$ cat config.mk
export PLATFORM = sky130hd
export DESIGN_NAME = stopwatch_controller
export DESIGN_NICKNAME = d
export VERILOG_FILES = /design/src/rtl/stopwatch_pkg.sv /design/src/rtl/tick_generator.sv /design/src/rtl/stopwatch_controller.sv
export SDC_FILE = /design/constraint.sdc
export NUM_CORES = 1
export LEC_CHECK = 0
export ABC_AREA = 1
export ABC_CLOCK_PERIOD_IN_PS = 4630
export CAP_MARGIN = 15
export CORE_AREA = 5 5 79 73
export CTS_BUF_LIST = sky130_fd_sc_hd__clkbuf_4
export CTS_CLUSTER_SIZE = 8
export DETAILED_ROUTE_END_ITERATION = 10
export DIE_AREA = 0 0 84 78
export PLACE_DENSITY = 0.85
export SYNTH_ARGS = -nofsm -noshare
export SYNTH_HDL_FRONTEND = slang
export SYNTH_SLANG_ARGS = --single-unit
$ cat constraint.sdc
create_clock -name clk -period 4.63 [get_ports clk]
set_clock_uncertainty 0.2 [all_clocks]
set_input_delay 1.1575 -clock clk [delete_from_list [all_inputs] [get_ports clk]]
set_output_delay 1.1575 -clock clk [all_outputs]
set_load 0.05 [all_outputs]
$ cat src/rtl/stopwatch_pkg.sv
// Shared definitions for the stopwatch controller: state encoding and
// prescaler sizing helpers.
package stopwatch_pkg;

  typedef enum logic [2:0] {
    ST_IDLE,
    ST_RUNNING,
    ST_PAUSED,
    ST_LAP,
    ST_EXPIRED
  } state_e;

  function automatic int unsigned calc_div(input int unsigned board_hz,
                                           input int unsigned tick_hz);
    return board_hz / tick_hz;
  endfunction

  function automatic int unsigned calc_prescaler_width(input int unsigned div);
    return (div <= 2) ? 1 : $clog2(div);
  endfunction

endpackage

$ cat src/rtl/tick_generator.sv
// Timebase prescaler: counts 0..DIV-1 while run is high and flags the wrap
// cycle on tick; clear returns it to phase 0 and suppresses that cycle's tick.
module tick_generator
  import stopwatch_pkg::*;
#(
  parameter int unsigned DIV = 10
) (
  input  logic clk,
  input  logic rst_n,
  input  logic run,
  input  logic clear,
  output logic tick
);

  localparam int unsigned CW = calc_prescaler_width(DIV);
  localparam logic [CW-1:0] LAST = CW'(DIV - 1);

  logic [CW-1:0] count_q, count_d;

  always_comb begin
    count_d = count_q;
    if (clear) begin
      count_d = '0;
    end else if (run) begin
      count_d = (count_q == LAST) ? '0 : count_q + CW'(1);
    end
  end

  assign tick = run && !clear && (count_q == LAST);

  always_ff @(posedge clk) begin
    if (!rst_n) begin
      count_q <= '0;
    end else begin
      count_q <= count_d;
    end
  end

endmodule

$ cat src/rtl/stopwatch_controller.sv
// Stopwatch sequencing: button edge decode, run/pause/lap/expiry FSM, counter
// controls and display freeze. Lap support is built only with STOPWATCH_LAP_EN.
module stopwatch_controller
  import stopwatch_pkg::*;
#(
  parameter int unsigned NUMBER_OF_DIGITS            = 4,
  parameter int unsigned NUMBER_OF_BITS_PER_DIGIT    = 4,
  parameter int unsigned BOARD_CLOCK_FREQUENCY_IN_HZ = 100_000_000,
  parameter int unsigned TICK_FREQUENCY_IN_HZ        = 100,
  localparam int unsigned W = NUMBER_OF_DIGITS * NUMBER_OF_BITS_PER_DIGIT
) (
  input  logic         clk,
  input  logic         rst_n,
  input  logic         btn_start_stop,
  input  logic         btn_lap,
  input  logic         btn_clear,
  input  logic         count_down,
  input  logic [W-1:0] preset,
  input  logic [W-1:0] counter_number,
  output logic         counter_enable,
  output logic         counter_up_down,
  output logic         counter_set,
  output logic [W-1:0] counter_set_value,
  output logic [W-1:0] display_number,
  output logic         running,
  output logic         lap_active,
  output logic         expired
);

  localparam int unsigned DIV = calc_div(BOARD_CLOCK_FREQUENCY_IN_HZ, TICK_FREQUENCY_IN_HZ);

  state_e       state_q, state_d;
  logic         ss_prev_q, clr_prev_q;
  logic         up_down_q, up_down_d;
  logic         enable_q, enable_d;
  logic         set_q, set_d;
  logic [W-1:0] set_value_q, set_value_d;
  logic [W-1:0] display_q, display_d;
  logic         running_q, expired_q;
  logic         ss_press, clr_press, lap_press;
  logic         tick, active, idle_or_paused, down_mode, zero, expire;

  assign ss_press  = btn_start_stop & ~ss_prev_q;
  assign clr_press = btn_clear & ~clr_prev_q;

`ifdef STOPWATCH_LAP_EN
  logic         lap_prev_q, lap_active_q;
  logic [W-1:0] lap_q, lap_d;
  assign lap_press  = btn_lap & ~lap_prev_q;
  assign lap_active = lap_active_q;
`else
  // Lap button has no function in this build.
  logic lap_unused;
  assign lap_unused = btn_lap;
  assign lap_press  = 1'b0;
  assign lap_active = 1'b0;
`endif

  assign active         = (state_q == ST_RUNNING) || (state_q == ST_LAP);
  assign idle_or_paused = (state_q == ST_IDLE) || (state_q == ST_PAUSED);
  // Direction is live while stopped, otherwise the latched value governs.
  assign down_mode      = idle_or_paused ? count_down : ~up_down_q;
  assign zero           = (counter_number == '0);
  assign expire         = tick && down_mode && zero;

  tick_generator #(.DIV(DIV)) u_tick (
    .clk  (clk),
    .rst_n(rst_n),
    .run  (active),
    .clear(clr_press),
    .tick (tick)
  );

  always_comb begin
    state_d     = state_q;
    up_down_d   = up_down_q;
    enable_d    = tick && !(down_mode && zero);
    set_d       = 1'b0;
    set_value_d = '0;
    display_d   = counter_number;
`ifdef STOPWATCH_LAP_EN
    lap_d = lap_q;
    if (state_q == ST_LAP) display_d = lap_q;
`endif
    if (idle_or_paused) up_down_d = ~count_down;

    if (clr_press) begin
      state_d     = ST_IDLE;
      set_d       = 1'b1;
      set_value_d = down_mode ? preset : '0;
    end else if (expire) begin
      state_d = ST_EXPIRED;
    end else begin
      unique case (state_q)
        ST_IDLE, ST_PAUSED: begin
          if (ss_press && !(down_mode && zero)) state_d = ST_RUNNING;
        end
        ST_RUNNING, ST_LAP: begin
          if (ss_press) begin
            state_d = ST_PAUSED;
          end else if (lap_press) begin
            state_d = ST_LAP;
`ifdef STOPWATCH_LAP_EN
            lap_d = counter_number;
`endif
          end
        end
        ST_EXPIRED: state_d = ST_EXPIRED;
        default:    state_d = ST_IDLE;
      endcase
    end
  end

  always_ff @(posedge clk) begin
    if (!rst_n) begin
      state_q     <= ST_IDLE;
      ss_prev_q   <= 1'b1;
      clr_prev_q  <= 1'b1;
      up_down_q   <= 1'b1;
      enable_q    <= 1'b0;
      set_q       <= 1'b0;
      set_value_q <= '0;
      display_q   <= '0;
      running_q   <= 1'b0;
      expired_q   <= 1'b0;
    end else begin
      state_q     <= state_d;
      ss_prev_q   <= btn_start_stop;
      clr_prev_q  <= btn_clear;
      up_down_q   <= up_down_d;
      enable_q    <= enable_d;
      set_q       <= set_d;
      set_value_q <= set_value_d;
      display_q   <= display_d;
      running_q   <= (state_d == ST_RUNNING) || (state_d == ST_LAP);
      expired_q   <= (state_d == ST_EXPIRED);
    end
  end

`ifdef STOPWATCH_LAP_EN
  always_ff @(posedge clk) begin
    if (!rst_n) begin
      lap_prev_q   <= 1'b1;
      lap_q        <= '0;
      lap_active_q <= 1'b0;
    end else begin
      lap_prev_q   <= btn_lap;
      lap_q        <= lap_d;
      lap_active_q <= (state_d == ST_LAP);
    end
  end
`endif

  assign counter_enable    = enable_q;
  assign counter_up_down   = up_down_q;
  assign counter_set       = set_q;
  assign counter_set_value = set_value_q;
  assign display_number    = display_q;
  assign running           = running_q;
  assign expired           = expired_q;

endmodule
==> Word level (Yosys, flattened, before mapping) <==
Cells that the tools add are included.
{ "word_totals": {"in_bits": 38, "mem_bits_ro": 0, "reg_bits": 62, "latchBits": 0, "ramBits": 0, "mem_count": 0} }
{ "op_classes": {"addsub": 1, "eq_ne": 8, "div_mod_pow": 0, "reduce_logical": 18, "n_mux": 8, "bitwise": 7, "n_shift": 0, "mul": 0, "magnitude_cmp": 0} }
{ "op_table": {"columns": ["op", "n"], "rows": [
  ["adder 20 x 1 -> 20 bit, second input constant", 1],
  ["== test 20 bit, second input constant", 1],
  ["2-to-1 mux 20 bit", 1],
  ["logical NOT 16 bit", 1],
  ["2-to-1 mux 3 bit", 4],
  ["== test 3 x 2 -> 1 bit, second input constant", 3],
  ["case mux 3 bit (3 select lines)", 1],
  ["logical AND 1 bit", 7],
  ["== test 3 x 1 -> 1 bit, second input constant", 2],
  ["== test 3 bit, second input constant", 2],
  ["OR reduction 2 bit", 3],
  ["NOT 1 bit", 5],
  ["logical NOT 3 bit", 1],
  ["logical OR 1 bit", 3],
  ["AND reduction 3 bit", 1],
  ["bitwise AND 1 bit", 2],
  ["logical NOT 1 bit", 2],
  ["2-to-1 mux 1 bit", 2]
]} }

==> Depth between registers and ports, before layout <==
{ "depth": {"word_depth": 12, "ltp_mapped": 10, "ltp_nobuf": 10} }

==> Modules after synthesis <==
A second synthesis with hierarchy kept.
{ "hier_totals": {"hier_cells": 372, "area_unflattened_um2": 2592.5} }
{ "by_module_without_submodules": {"columns": ["mod", "seq_area_each_um2", "area_each_um2", "n_inst", "cells_per_inst"], "rows": [
  ["stopwatch_controller", 840.8, 1370.1, 1, 168],
  ["tick_generator", 400.4, 1222.4, 1, 204]
]} }

==> Least setup slack after synthesis <==
OpenSTA, ideal clock, no wires.
{ "synth_path": {"path_kind": "input port to flip-flop", "startpoint": "input port btn_clear", "endpoint": "register set_value_q[10], in the netlist counter_set_value[10]", "required_time_ps": 4366, "path_slack_ps": 2477, "setup_time_ps": 64, "t_arrival_ps": 1890, "stages": 7, "cell_sequence": "inv_1 -> nor2_1 -> inv_1 -> nor2_1 -> nand2_1 -> buf_6 -> nor2_1"} }
{ "synth_via": {"elab_chain_len": 2} }
{ "synth_lines": {"columns": ["element", "line_no", "text"], "rows": [
  ["start: declaration", "stopwatch_controller.sv:16", "input logic btn_clear,"],
  ["bitwise AND 1 bit", "stopwatch_controller.sv:44", "assign clr_press = btn_clear & ~clr_prev_q;"],
  ["AND reduction 3 bit (no source line)", null, null],
  ["end signal: assignment", "stopwatch_controller.sv:133", "set_value_q <= set_value_d;"],
  ["end: declaration", "stopwatch_controller.sv:37", "logic [W-1:0] set_value_q, set_value_d;"]
]} }
No other way between the ends.
A chain may end at the register's enable or synchronous reset.

==> Final worst setup path <==
{ "layout_path": {"startpoint": "register up_down_q, in the netlist counter_up_down", "endpoint": "output port counter_up_down"} }
{ "layout_lines": {"columns": ["element", "line_no", "text"], "rows": [
  ["start: declaration", "stopwatch_controller.sv:34", "logic up_down_q, up_down_d;"],
  ["start signal: assignment", "stopwatch_controller.sv:130", "up_down_q <= up_down_d;"],
  ["end: declaration", "stopwatch_controller.sv:21", "output logic counter_up_down,"]
]} }
No word-level cell between the ends.

==> metrics.md <==
| Metric | Value |
|---|---|
| Xor-xnor portion of the synthesized cell area | 2.20% |
| Global placer's final weighted congestion | 0.785 |
| Tot Pwr | 0.996 mW |
| Final Hold Viols | 0 |
| First-pass GRT wire length | 8910 µm |
| Die H | 78 µm |
| Total wire length | 5450 µm |
| Initial Utilization | 49.8% |
| Mapped Cells | 311 |
| Req. time, crit path | 3.27 ns |
| WP data arrival | 1.57 ns |
| Maximum vdd drop | 0.233 mV |
| Fin crit share | 63.3% |
| Final setup vio count | 0 |
| Top-level port count | 76 |
| CTS clk-pin slew, worst paths | 0.11 ns |
| #FFs+latches synth | 62 |
| Antenna-violating nets left | 0 |
| Multiplexer share of the synthesized area | 0% |
| Util after Layout | 68.6% |
| Net Count, Synth | 350 |
| Synth warn | 0 |
| Kind of critical path | reg2out |
| Crit-path leading delay family | buffers and inverters |
| Min-Delay Path Class | reg2reg |
| Setup repair bufs after CTS | 0 |
| Combinational family with the most area after synthesis | simple AND/OR/NAND/NOR gates |
| Post-route setup TNS | 0 ns |
| Clock latency on the worst-skew pair | 0.40 ns |
| CTS resizes | 0 |
| # H-tree levels | 3 |
| Max stage delay on crit path | 0.82 ns |
| Leakage power | 1.45 nW |
| FFs w/ async S/R, synth | 0% |
| Syn_area_per_cell | 7.69 µm² |
| Commonest cells after routing, fill and taps aside | clkdlybuf4s50_1, dfxtp_1, nor2_1, nand2_1, inv_1 |
| Mapped cell area | 2390 µm² |
| Core Area | 4800 µm² |
| Fmax | 341 MHz |
| Die area | 6550 µm² |
| Max Transition Viols Final | 0 |
| Buffers on Ports | 73 |
| Final Cell Area | 3300 µm² |
| Adder-Cell Fraction of Synth Area | 0.523% |
| Die X | 84 µm |
| Final #Nets | 430 |
| Layout cell share with drive strength beyond 1 | 8.59% |
| Vias in the first global route | 1,977 |
| Synth Area in Compound Gates | 5.02% |
| Status | completed |
| Post-synth EDFFs | 0 |
| Register area share after synthesis | 51.9% |
| Pre-CTS WS | 1.57 ns |
| Vias per inst | 4.55 |
| Router iterations before antenna repair | 4 |
| Main flop type after synthesis | dfxtp_1 |
| Hold path start | u_tick.count_q[18]$_SDFFE_PP0N_ |
| Cts bufs inserted | 9 |
| Normalized max-slew margin | 64.8% |
| CP max stage cell | clkdlybuf4s50_1 |
| Distinct cells, synth | 31 |
| Simple-Gate Fraction of Synth Area | 29.8% |
| # DRC | 0 |
| Critical Path Sink Type | output port |
| DP Wirelength | 4210 µm |
| Most common cell after layout, fill and taps aside | clkdlybuf4s50_1 |
| Largest net degree at the start of global routing | 21 |
| Vias post-DR | 2,096 |
| RSZ-0062 raised after global routing | no |
| Rows | 24 |
| Startpoint types | flip-flop |
| Initial antenna violation count | 0 |
| GRT Util Overall | 17.4% |
| Max-Cap Viols | 0 |
| Crit path cell chain | clkdlybuf4s50_1 |
| Critical-path maximum fanout | 2 |
| Post-layout minimum cycle time | 2.93 ns |
| PD cells | 302 nW/µm² |
| Avg WL per Cell | 11.8 µm |
| Clk buf depth | 2 |
| CP Launch Point | counter_up_down$_SDFFE_PN1N_ |
| Worst Tran Pin Value | 0.526 ns |
| Initial drt markers | 105 |
| R2r startpoint | u_tick.count_q[0]$_SDFFE_PP0N_ |
| Crit path buf inv count | 1 |
| CTS Hold Bufs | 0 |
| Ant. Diodes | 0 |
| Clk sinks | 62 |
| Worst setup margin | 1.70 ns |
| CTS tree | built |
| Placed Area | 3180 µm² |
| Total gr overflow | 0 |
| CTS root buffer | clkbuf_4 |
| Area Growth Syn to Fin | 37.9% |
[kinds of logic (layout without fill, tap and decap cells)]
family                   count (synthesis)  in the layout
adder cells (fa/ha/maj)                  1              1
AND/OR/NAND/NOR                        156            156
XOR/XNOR                                 6              6
AO/OA/AOI/OAI                           22             22
other                                    1              1
buffers and inverters                   63            148
flip-flops                              62             62
[flip-flops by register name, indices dropped and copies added, names as in the netlist]
register           cells
clr_prev_q             1
counter_enable         1
counter_set            1
counter_set_value     16
counter_up_down        1
display_number        16
expired                1
running                1
ss_prev_q              1
state_q                3
u_tick.count_q        20
[path summary, 6_finish.rpt]
| check | to | slack [ns] | depth (start not counted) |
|---|---|---|---|
| min | u_tick.count_q[18]$_SDFFE_PP0N_ | 0.27 | 2 |
| min reg2reg | u_tick.count_q[18]$_SDFFE_PP0N_ | 0.27 | 2 |
| max reg2reg | u_tick.count_q[17]$_SDFFE_PP0N_ | 2.83 | 10 |
| max | counter_up_down | 1.70 | 1 |
[through the flow]
step                instances  hold slack, ns
floorplan                 311           0.223
global placement          445           0.234
detailed placement        445           0.244
CTS                       461           0.258
global route              461           0.282
finish                    461           0.266
[report_power, final]
group	leakage, nW	switching, mW	internal [mW]
Clock	0.0599	0.213	0.111
Combinational	0.881	0.0703	0.0523
Sequential	0.505	0.00403	0.545
Total	1.45	0.288	0.708
[Yosys cell counts, types with 3 or more instances]
library cell | number | area (µm²)
a21oi_1 | 10 | 50.1
dfxtp_1 | 62 | 1240
inv_1 | 55 | 206
inv_2 | 3 | 11.3
nand2_1 | 56 | 210
nand3_1 | 13 | 65.1
nand3_2 | 4 | 40.0
nand4_1 | 3 | 18.8
nor2_1 | 58 | 218
nor2_2 | 4 | 25.0
nor2_4 | 3 | 33.8
nor3_1 | 6 | 30.0
nor3b_1 | 3 | 22.5
o21a_1 | 3 | 22.5
o21ai_0 | 6 | 30.0
xnor2_1 | 3 | 26.3
xor2_1 | 3 | 26.3
[layout make-up]
cell class | instances | area [µm²]
sequential | 62 | 1240
timing repair buffer | 74 | 738
fill | 402 | 1510
multi-input combinational | 186 | 902
clock inverter | 7 | 50.0
inverter | 58 | 218
tap | 65 | 81.3
clock buffer | 9 | 67.6
[layer usage]
layer  track usage [%]  vias to the layer above  wire length, µm
li1                  -                     1105                -
met1              18.7                      926             2300
met2              30.4                       50             2680
met3              5.83                       15              290
met4              9.49                        0              180
met5                 0                        -                0
(Power assumes the default switching activity.)
